### config.mk
export PLATFORM = sky130hd
export DESIGN_NAME = fft_frame_reader
export DESIGN_NICKNAME = d
export VERILOG_FILES = /design/src/rtl/fft_pkg.sv /design/src/rtl/fft_skid2.sv /design/src/rtl/fft_frame_reader.sv
export SDC_FILE = /design/constraint.sdc
export NUM_CORES = 1
export LEC_CHECK = 0
export CAP_MARGIN = 20
export CORE_MARGIN = 2
export CORE_UTILIZATION = 56
export CTS_BUF_LIST = sky130_fd_sc_hd__clkbuf_2 sky130_fd_sc_hd__clkbuf_4 sky130_fd_sc_hd__clkbuf_8
export DETAILED_ROUTE_END_ITERATION = 10
export GPL_TIMING_DRIVEN = 1
export PLACE_DENSITY_LB_ADDON = 0.25
export SYNTH_ARGS = -nofsm -noshare
export SYNTH_HDL_FRONTEND = slang
export SYNTH_SLANG_ARGS = --single-unit
export TNS_END_PERCENT = 50
### constraint.sdc
create_clock -name clk -period 6.1 [get_ports clk]
set_input_delay 0.915 -clock clk [delete_from_list [all_inputs] [get_ports clk]]
set_output_delay 0.915 -clock clk [all_outputs]
set_load 0.005 [all_outputs]
### src/rtl/fft_pkg.sv
// Shared definitions for the FFT input path: reader state encoding, default
// widths and the sample FIFO depth used by both the write and read controllers.
package fft_pkg;

   localparam int DATA_W_DEF    = 32;
   localparam int USEDW_W_DEF   = 5;
   localparam int FRAME_LEN_DEF = 16;
   localparam int FIFO_DEPTH    = 32;

   typedef enum logic [1:0] {
      IDLE  = 2'd0,
      FETCH = 2'd1,
      DRAIN = 2'd2
   } state_t;

endpackage

### src/rtl/fft_skid2.sv
// Two-entry, order-preserving register buffer that soaks up the FIFO's read
// latency; head drives dout and occ reports how many entries are held.
module fft_skid2
   import fft_pkg::*;
#(
   parameter int DATA_W = DATA_W_DEF
) (
   input  logic              clk,
   input  logic              iRst,
   input  logic              push,
   input  logic [DATA_W-1:0] din,
   input  logic              pop,
   output logic [DATA_W-1:0] dout,
   output logic [1:0]        occ
);

   logic [DATA_W-1:0] head;
   logic [DATA_W-1:0] tail;

   assign dout = head;

   always_ff @(posedge clk or posedge iRst) begin
      if (iRst) begin
         head <= '0;
         tail <= '0;
         occ  <= 2'd0;
      end else begin
         case ({push, pop})
            2'b10: begin
               if (occ == 2'd0) head <= din;
               else             tail <= din;
               occ <= occ + 2'd1;
            end
            2'b01: begin
               head <= tail;
               occ  <= occ - 2'd1;
            end
            // Simultaneous push and pop: the new word lands behind whatever stays.
            2'b11: begin
               if (occ == 2'd2) begin
                  head <= tail;
                  tail <= din;
               end else begin
                  head <= din;
               end
            end
            default: ;
         endcase
      end
   end

endmodule

### src/rtl/fft_frame_reader.sv
// Read-side controller for the FFT sample FIFO: waits for a whole frame, reads
// it out and presents it to the FFT sink as a valid/sop/eop stream.
module fft_frame_reader
   import fft_pkg::*;
#(
   parameter int DATA_W    = DATA_W_DEF,
   parameter int USEDW_W   = USEDW_W_DEF,
   parameter int FRAME_LEN = FRAME_LEN_DEF
) (
   input  logic               clk,
   input  logic               iRst,
   input  logic [USEDW_W-1:0] iUsedW,
   input  logic               iEmpty,
   input  logic [DATA_W-1:0]  iQ,
   output logic               oRdreq,
   output logic [DATA_W-1:0]  oData,
   output logic               oValid,
   output logic               oSop,
   output logic               oEop,
   input  logic               iReady,
   output logic               oUnderrun
);

   localparam int CNT_W = $clog2(FRAME_LEN + 1);
   localparam logic [CNT_W-1:0]   CNT_FULL  = CNT_W'(FRAME_LEN);
   localparam logic [CNT_W-1:0]   CNT_LAST  = CNT_W'(FRAME_LEN - 1);
   localparam logic [USEDW_W-1:0] START_LVL = USEDW_W'(FRAME_LEN);

   state_t           state;
   state_t           stateNext;
   logic [CNT_W-1:0] rdCnt;
   logic [CNT_W-1:0] outCnt;
   logic             pend;
   logic [1:0]       occ;
   logic             pop;
   logic [2:0]       inFlight;
   logic             credit;
   logic             wantRead;

   // Sink handshake: a word moves when oValid & iReady; while oValid & ~iReady
   // oData, oSop and oEop are held unchanged.
   assign pop      = oValid & iReady;
   assign oValid   = (occ != 2'd0);
   assign inFlight = {1'b0, occ} + {2'b00, pend};
   // A read may issue only if its word will find a free skid slot.
   assign credit   = inFlight < (3'd2 + {2'b00, pop});
   assign wantRead = (state == FETCH) && (rdCnt < CNT_FULL);
   assign oRdreq   = wantRead & ~iEmpty & credit;
   assign oSop     = oValid & (outCnt == '0);
   assign oEop     = oValid & (outCnt == CNT_LAST);

   fft_skid2 #(
      .DATA_W (DATA_W)
   ) skid (
      .clk  (clk),
      .iRst (iRst),
      .push (pend),
      .din  (iQ),
      .pop  (pop),
      .dout (oData),
      .occ  (occ)
   );

   always_comb begin
      stateNext = state;
      case (state)
         IDLE:    if (iUsedW >= START_LVL)         stateNext = FETCH;
         FETCH:   if (oRdreq && rdCnt == CNT_LAST) stateNext = DRAIN;
         DRAIN:   if (pop && oEop)                 stateNext = IDLE;
         default: stateNext = IDLE;
      endcase
   end

   always_ff @(posedge clk or posedge iRst) begin
      if (iRst) begin
         state     <= IDLE;
         rdCnt     <= '0;
         outCnt    <= '0;
         pend      <= 1'b0;
         oUnderrun <= 1'b0;
      end else begin
         state <= stateNext;
         pend  <= oRdreq;
         if (state == IDLE) begin
            rdCnt  <= '0;
            outCnt <= '0;
         end else begin
            if (oRdreq) rdCnt  <= rdCnt + CNT_W'(1);
            if (pop)    outCnt <= outCnt + CNT_W'(1);
         end
         // Starved mid-frame: flag it and simply wait for more data.
         if (wantRead && iEmpty && credit) oUnderrun <= 1'b1;
      end
   end

endmodule

==> summary.txt, run 1 <==
Die area -> 6910 sq um
Area Overhead vs Synth -> 28.62%
Hold EP -> skid.dout[28]$_DFFE_PP0P_
Yosys top cell area share -> 57.10%
Vias in the first global route -> 2,546
# rows -> 28
Vias -> 2,580
Async SR Flop Fraction -> 100.0%
Storage element area -> 2002 sq um
Clock latency on the worst-skew pair -> 350 ps
First-pass GRT wire length -> 12,210 um
Largest net degree at the start of global routing -> 81
Max Cap Viol -> 0
Post-synth top cells -> dfrtp_1 (80), nand2_1 (39), a22oi_1 (32)
Critical Path RT -> 5180 ps
Final routed DRC violation total -> 0
Setup crit start kind -> flop
Cells after DPL -> 439
Antenna Nets Post-Route -> 0
Kind of critical path -> reg2out
Via density -> 5.670
Tot Pwr -> 2.100 mW
Final TNS setup -> 0 ps
Register-to-register setup slack -> 3200 ps
RSZ-0062 raised after global routing -> no
Final hold viol count -> 0
Fill cells -> 408
CTS clk-pin slew, worst paths -> 80 ps
Sequential share of power -> 43.9%
Final #Nets -> 426
Clock share of power -> 20.5%
Count leader, synth -> dfrtp_1
Yosys warns -> 0
PortBufs -> 73
Pins Over Slew Limit -> 0
Total CTS buffers -> 9
Core Region -> 5991 sq um
Critical path cell sequence -> ha_1 -> ha_1 -> nor4b_1 -> nor2b_1 -> nand2_1 -> inv_1 -> clkdlybuf4s50_1
Multi-input gate area -> 1388 sq um
Slowest stage delay, CP -> 530 ps
Gr usage total -> 21.91%
Clk sink count -> 80
Hold Crit Class -> reg2reg
Max-slew headroom -> 34.00%
Residual overflow from global routing -> 0
Dpl hpwl -> 4445 um
Register area share after synthesis -> 57.10%
Logic pwr share -> 35.6%
Cells after Synth -> 302
Worst IR drop on VDD -> 0.2566 mV
Initial Util -> 58.52%
DR WL/cell -> 15.31 um
Total Wirelength -> 6966 um
Clock Skew -> 12.09 ps
Int Pwr -> 1.429 mW
CP Capture Type -> output pin
Synth area leader -> dfrtp_1
CP max-delay cell -> clkdlybuf4s50_1
Routability cong. -> 0.7950
TritonRoute pass-1 iters -> 4
Worst slew pin tran -> 990.0 ps
Synth Register Bits -> 80
CP max FO -> 7
Post-CTS sizing -> 0
Net switching power -> 0.6709 mW
WL met3 -> 348 um
RR Endpoint -> skid.tail[21]$_DFFE_PP0P_
Initial DRC Count -> 109
Final min period -> 3786 ps
Final setup vio count -> 0
WL met2 -> 3319 um
WP data arrival -> 2870 ps
Chip height -> 83.13 um
Hold Path Origin -> skid.dout[28]$_DFFE_PP0P_
CTS tree -> built
Ant. Diodes -> 0
R2R depth -> 6
Post-CTS Setup Bufs -> 0
Mapped Avg Cell Area -> 11.61 sq um
Hold-fix buffers, CTS -> 0
Chip width -> 83.13 um
Min Hold Slack -> 482.0 ps
Core Util, Final -> 75.27%
Htree depth -> 3
Clock tree buffer depth -> 2
Layout Cells excl Fill -> 455
Design area -> 4509 sq um
Initial antenna violation count -> 0
Metal-1 WL -> 3155 um
Top cells by area, synth -> dfrtp_1 (57%), mux2_2 (9.0%), a22oi_1 (6.9%)
Pre-CTS setup slack -> 2401 ps
Switching share of power -> 31.95%
Layout cells sized above 1 -> 15.00%
Syn nets -> 353
Hold depth -> 2
Prevailing post-synth register cell -> dfrtp_1
Distinct cells, synth -> 36
Leakage -> 2.000 nW
Post-place instance area -> 4287 sq um
Uppermost layer routed -> met4
Worst reg2reg startpoint -> skid.occ[0]$_DFFE_PP0P_
Cell area after synthesis -> 3506 sq um
Pwr dens -> 465.7 nW/um^2
Status -> completed
EDFF count, synth -> 0
Root Buffer -> clkbuf_8
Final worst setup slack -> 2314 ps
Fmax -> 264.1 MHz
Most frequent CP cell -> ha_1
Period Utilization, post-route -> 62.07%
Ports -> 78
==> cell families after synthesis <==
group	synth area share [%]
buf+inv	3.747
mux	10.56
simple gates	8.137
fa+ha+maj	3.569
xor+xnor	1.249
flops	57.10
compound gates	15.63
==> critical path, delay by kind of cell (launching register included) <==
family / cells / cell delay (ps)
simple gates: 3 / 890
buf+inv: 2 / 710
flops: 1 / 500
fa+ha+maj: 2 / 420
==> placed cells by master, fill, tap and decap left out, types with 2 or more instances in the layout <==
cell type,count
dfrtp_1,80
xor2_1,3
clkinv_2,2
a31o_2,2
a211oi_1,2
nand2b_1,2
nand2_1,39
nor2_1,9
clkdlybuf4s50_1,73
inv_6,2
inv_1,9
a22oi_1,32
bufinv_16,2
a21oi_1,3
nor2b_1,3
nand4_1,2
o21ai_1,12
o21ai_0,27
buf_4,4
clkbuf_8,9
xnor2_1,2
and3_1,3
ha_1,10
mux2_2,28
mux2_1,4
==> state kept, by name, indices dropped and copies added (netlist names) <==
register   cells
skid.tail     32
outCnt         5
oUnderrun      1
state          2
rdCnt          5
skid.dout     32
pend           1
skid.occ       2
==> per-layer routing <==
layer,vias up,track usage [%]
met5,-,0
met4,0,8.644
met3,13,4.970
met2,86,34.68
met1,1256,29.58
li1,1225,-
==> how the worst max path moves through the flow <==
stage	startpoint	to	slack [ps]	cells past startpoint
2_1_floorplan	iRst	oUnderrun$_DFFE_PP0P_	3130	1
3_3_place_gp	iReady	skid.tail[26]$_DFFE_PP0P_	2410	8
3_5_place_dp	iReady	oRdreq	2400	6
4_1_cts	skid.occ[0]$_DFFE_PP0P_	oRdreq	2290	7
5_1_grt	skid.occ[0]$_DFFE_PP0P_	oRdreq	2120	7
6_report	skid.occ[0]$_DFFE_PP0P_	oRdreq	2310	7
==> power groups by stage <==
stage	Sequential (mW)	Combinational (mW)	Clock, mW
2_1_floorplan	0.907	0.429	0
3_3_place_gp	0.914	0.721	0
3_5_place_dp	0.931	0.751	0
4_1_cts	0.924	0.755	0.439
5_1_grt	0.957	0.836	0.464
6_report	0.922	0.747	0.430
==> layout make-up <==
class / instances / area share [%]
well taps: 75 / 2.081
clock buffers: 10 / 2.913
clock inverters: 6 / 2.026
flip-flops and latches: 80 / 44.40
repair buffers: 77 / 16.87
inverters: 11 / 0.9434
multi-input cells: 196 / 30.77
Note: power is estimated with default switching activity, not from simulation.
==> inputs of run 2 (changes only) <==
Settings changed: CORE_UTILIZATION 56 to 52.
Clock period 6.1 ns to 3.6 ns, I/O delays scaled along.
==> run 2 against run 1 <==
Via count is 1.9% lower. Combinational power up 73%. Non-clock buffer count grew 5. Sequential power grew 68%. Critical endpoint unchanged. Largest cell class unchanged.
==> summary.txt, run 2 (same netlist as run 1, synthesis figures left out) <==
Commonest non-fill, non-tap cell in the layout -> dfrtp_1
Initial antenna violation count -> 0
CP max-delay cell -> clkdlybuf4s50_1
Largest net degree at the start of global routing -> 50
Max-slew headroom -> 46.03%
Fmax -> 301.6 MHz
Setup crit start kind -> flop
First-pass GRT wire length -> 12,110 um
Clock Skew -> 7.879 ps
# rows -> 29
Core Region -> 6422 sq um
Ports -> 78
Kind of critical path -> reg2out
Tot Pwr -> 3.405 mW
Logic pwr share -> 37.9%
Max Cap Viol -> 0
Hold-fix buffers, CTS -> 0
Clock share of power -> 16.5%
Total CTS buffers -> 9
TritonRoute pass-1 iters -> 4
Dpl hpwl -> 4697 um
Final routed DRC violation total -> 0
Critical path cell sequence -> ha_1 -> ha_1 -> nor4b_1 -> nor2b_1 -> nand2_1 -> inv_1 -> clkdlybuf4s50_1
PortBufs -> 73
WP data arrival -> 2780 ps
Clock latency on the worst-skew pair -> 340 ps
Htree depth -> 3
Vias -> 2,530
Int Pwr -> 2.307 mW
Post-CTS Setup Bufs -> 0
CTS tree -> built
Ant. Diodes -> 0
Initial Util -> 54.59%
Vias in the first global route -> 2,632
Layout cells sized above 1 -> 15.89%
Final min period -> 3316 ps
Hold Crit Class -> reg2reg
Critical Path RT -> 3060 ps
Routability cong. -> 0.7478
Final worst setup slack -> 284.3 ps
CP Capture Type -> output pin
Net switching power -> 1.099 mW
Chip height -> 86.11 um
Residual overflow from global routing -> 0
Initial DRC Count -> 106
Clk sink count -> 80
Total Wirelength -> 6954 um
CP max FO -> 7
Status -> completed
Final hold viol count -> 0
RSZ-0062 raised after global routing -> no
Pre-CTS setup slack -> 634.3 ps
Most frequent CP cell -> ha_1
Pins Over Slew Limit -> 0
Pwr dens -> 756.7 nW/um^2
Area Overhead vs Synth -> 28.37%
Post-CTS sizing -> 0
Final setup vio count -> 0
Die area -> 7415 sq um
Worst IR drop on VDD -> 0.3626 mV
Clock tree buffer depth -> 2
Worst slew pin tran -> 809.6 ps
Min Hold Slack -> 474.4 ps
Slowest stage delay, CP -> 520 ps
DR WL/cell -> 15.08 um
Final TNS setup -> 0 ps
CTS clk-pin slew, worst paths -> 70 ps
Via density -> 5.488
Most frequent cells in the layout -> dfrtp_1 (80), clkdlybuf4s50_1 (73), nand2_1 (39), a22oi_1 (32), mux2_2 (28)
Root Buffer -> clkbuf_8
Final #Nets -> 431
Sequential share of power -> 45.6%
Gr usage total -> 20.86%
Leakage -> 2.000 nW
Switching share of power -> 32.26%
Antenna Nets Post-Route -> 0
Period Utilization, post-route -> 92.10%
Chip width -> 86.11 um
==> run 2: cell types whose count changed in the layout (fill, tap and decap cells not counted), sizes merged <==
cell      previous run  this run
clkinv               3         4
clkbuf              10        11
buf                  4         9
bufinv               2         0
clkinvlp             0         1
inv                 12        10
==> run 2: final timing paths <==
check,startpoint,endpoint,slack (ps),cells after the start
setup reg to reg,skid.occ[0]$_DFFE_PP0P_,skid.dout[25]$_DFFE_PP0P_,1110,8
setup / recovery,skid.occ[0]$_DFFE_PP0P_,oRdreq,280,7
min in group asynchronous,iRst,skid.dout[27]$_DFFE_PP0P_,640,2
hold reg to reg,oUnderrun$_DFFE_PP0P_,oUnderrun$_DFFE_PP0P_,470,1
hold / removal,oUnderrun$_DFFE_PP0P_,oUnderrun$_DFFE_PP0P_,470,1
max in group asynchronous,iRst,skid.dout[18]$_DFFE_PP0P_,2200,3
==> run 2: cell type report <==
class,instances,area (sq um)
clock buffer,11,138.9
clock inverter,4,22.52
fill,485,1922
inverter,11,42.54
multi-input combinational,196,1388
sequential,80,2002
tap,77,96.34
timing repair buffer,82,810.8
==> run 2: worst max-delay path, delay by kind of cell (launching register included) <==
kind,cells,cell delay (ps)
buf+inv,2,680
simple gates,3,840
flops,1,500
fa+ha+maj,2,420
==> run 2: routing by layer <==
layer  vias up  track usage [%]  wire [um]  share of wire [%]
met5         -                0          0                  0
li1       1227                -          -                  -
met3         5            4.812        344                4.9
met2        63            33.12       3298                 47
met4         0            6.205         57               0.82
met1      1235            28.84       3253                 47
==> run 2: power by group through the flow <==
stage / sequential (mW) / combinational, mW / clock, mW
after detailed placement: 1.57 / 1.31 / 0
after global placement: 1.55 / 1.26 / 0
after global routing: 1.61 / 1.45 / 0.618
final: 1.55 / 1.29 / 0.561
after floorplan: 1.54 / 0.727 / 0
after CTS: 1.55 / 1.31 / 0.572
==> run 2: metrics by stage <==
stage / cell area (sq um) / utilization [%] / cells
after floorplan: 3506 / - / 302
after global placement: 4339 / 67.56 / 446
after detailed placement: 4339 / 67.56 / 446
after CTS: 4501 / 70.08 / 461
after global routing: 4501 / 70.08 / 461
final: 4501 / 70.08 / 461
==> inputs of run 3 (changes only) <==
Settings changed: SLEW_MARGIN set to 20.
==> results of run 3 <==
Same layout as run 2: the final DEF is identical, and so are final timing and power.
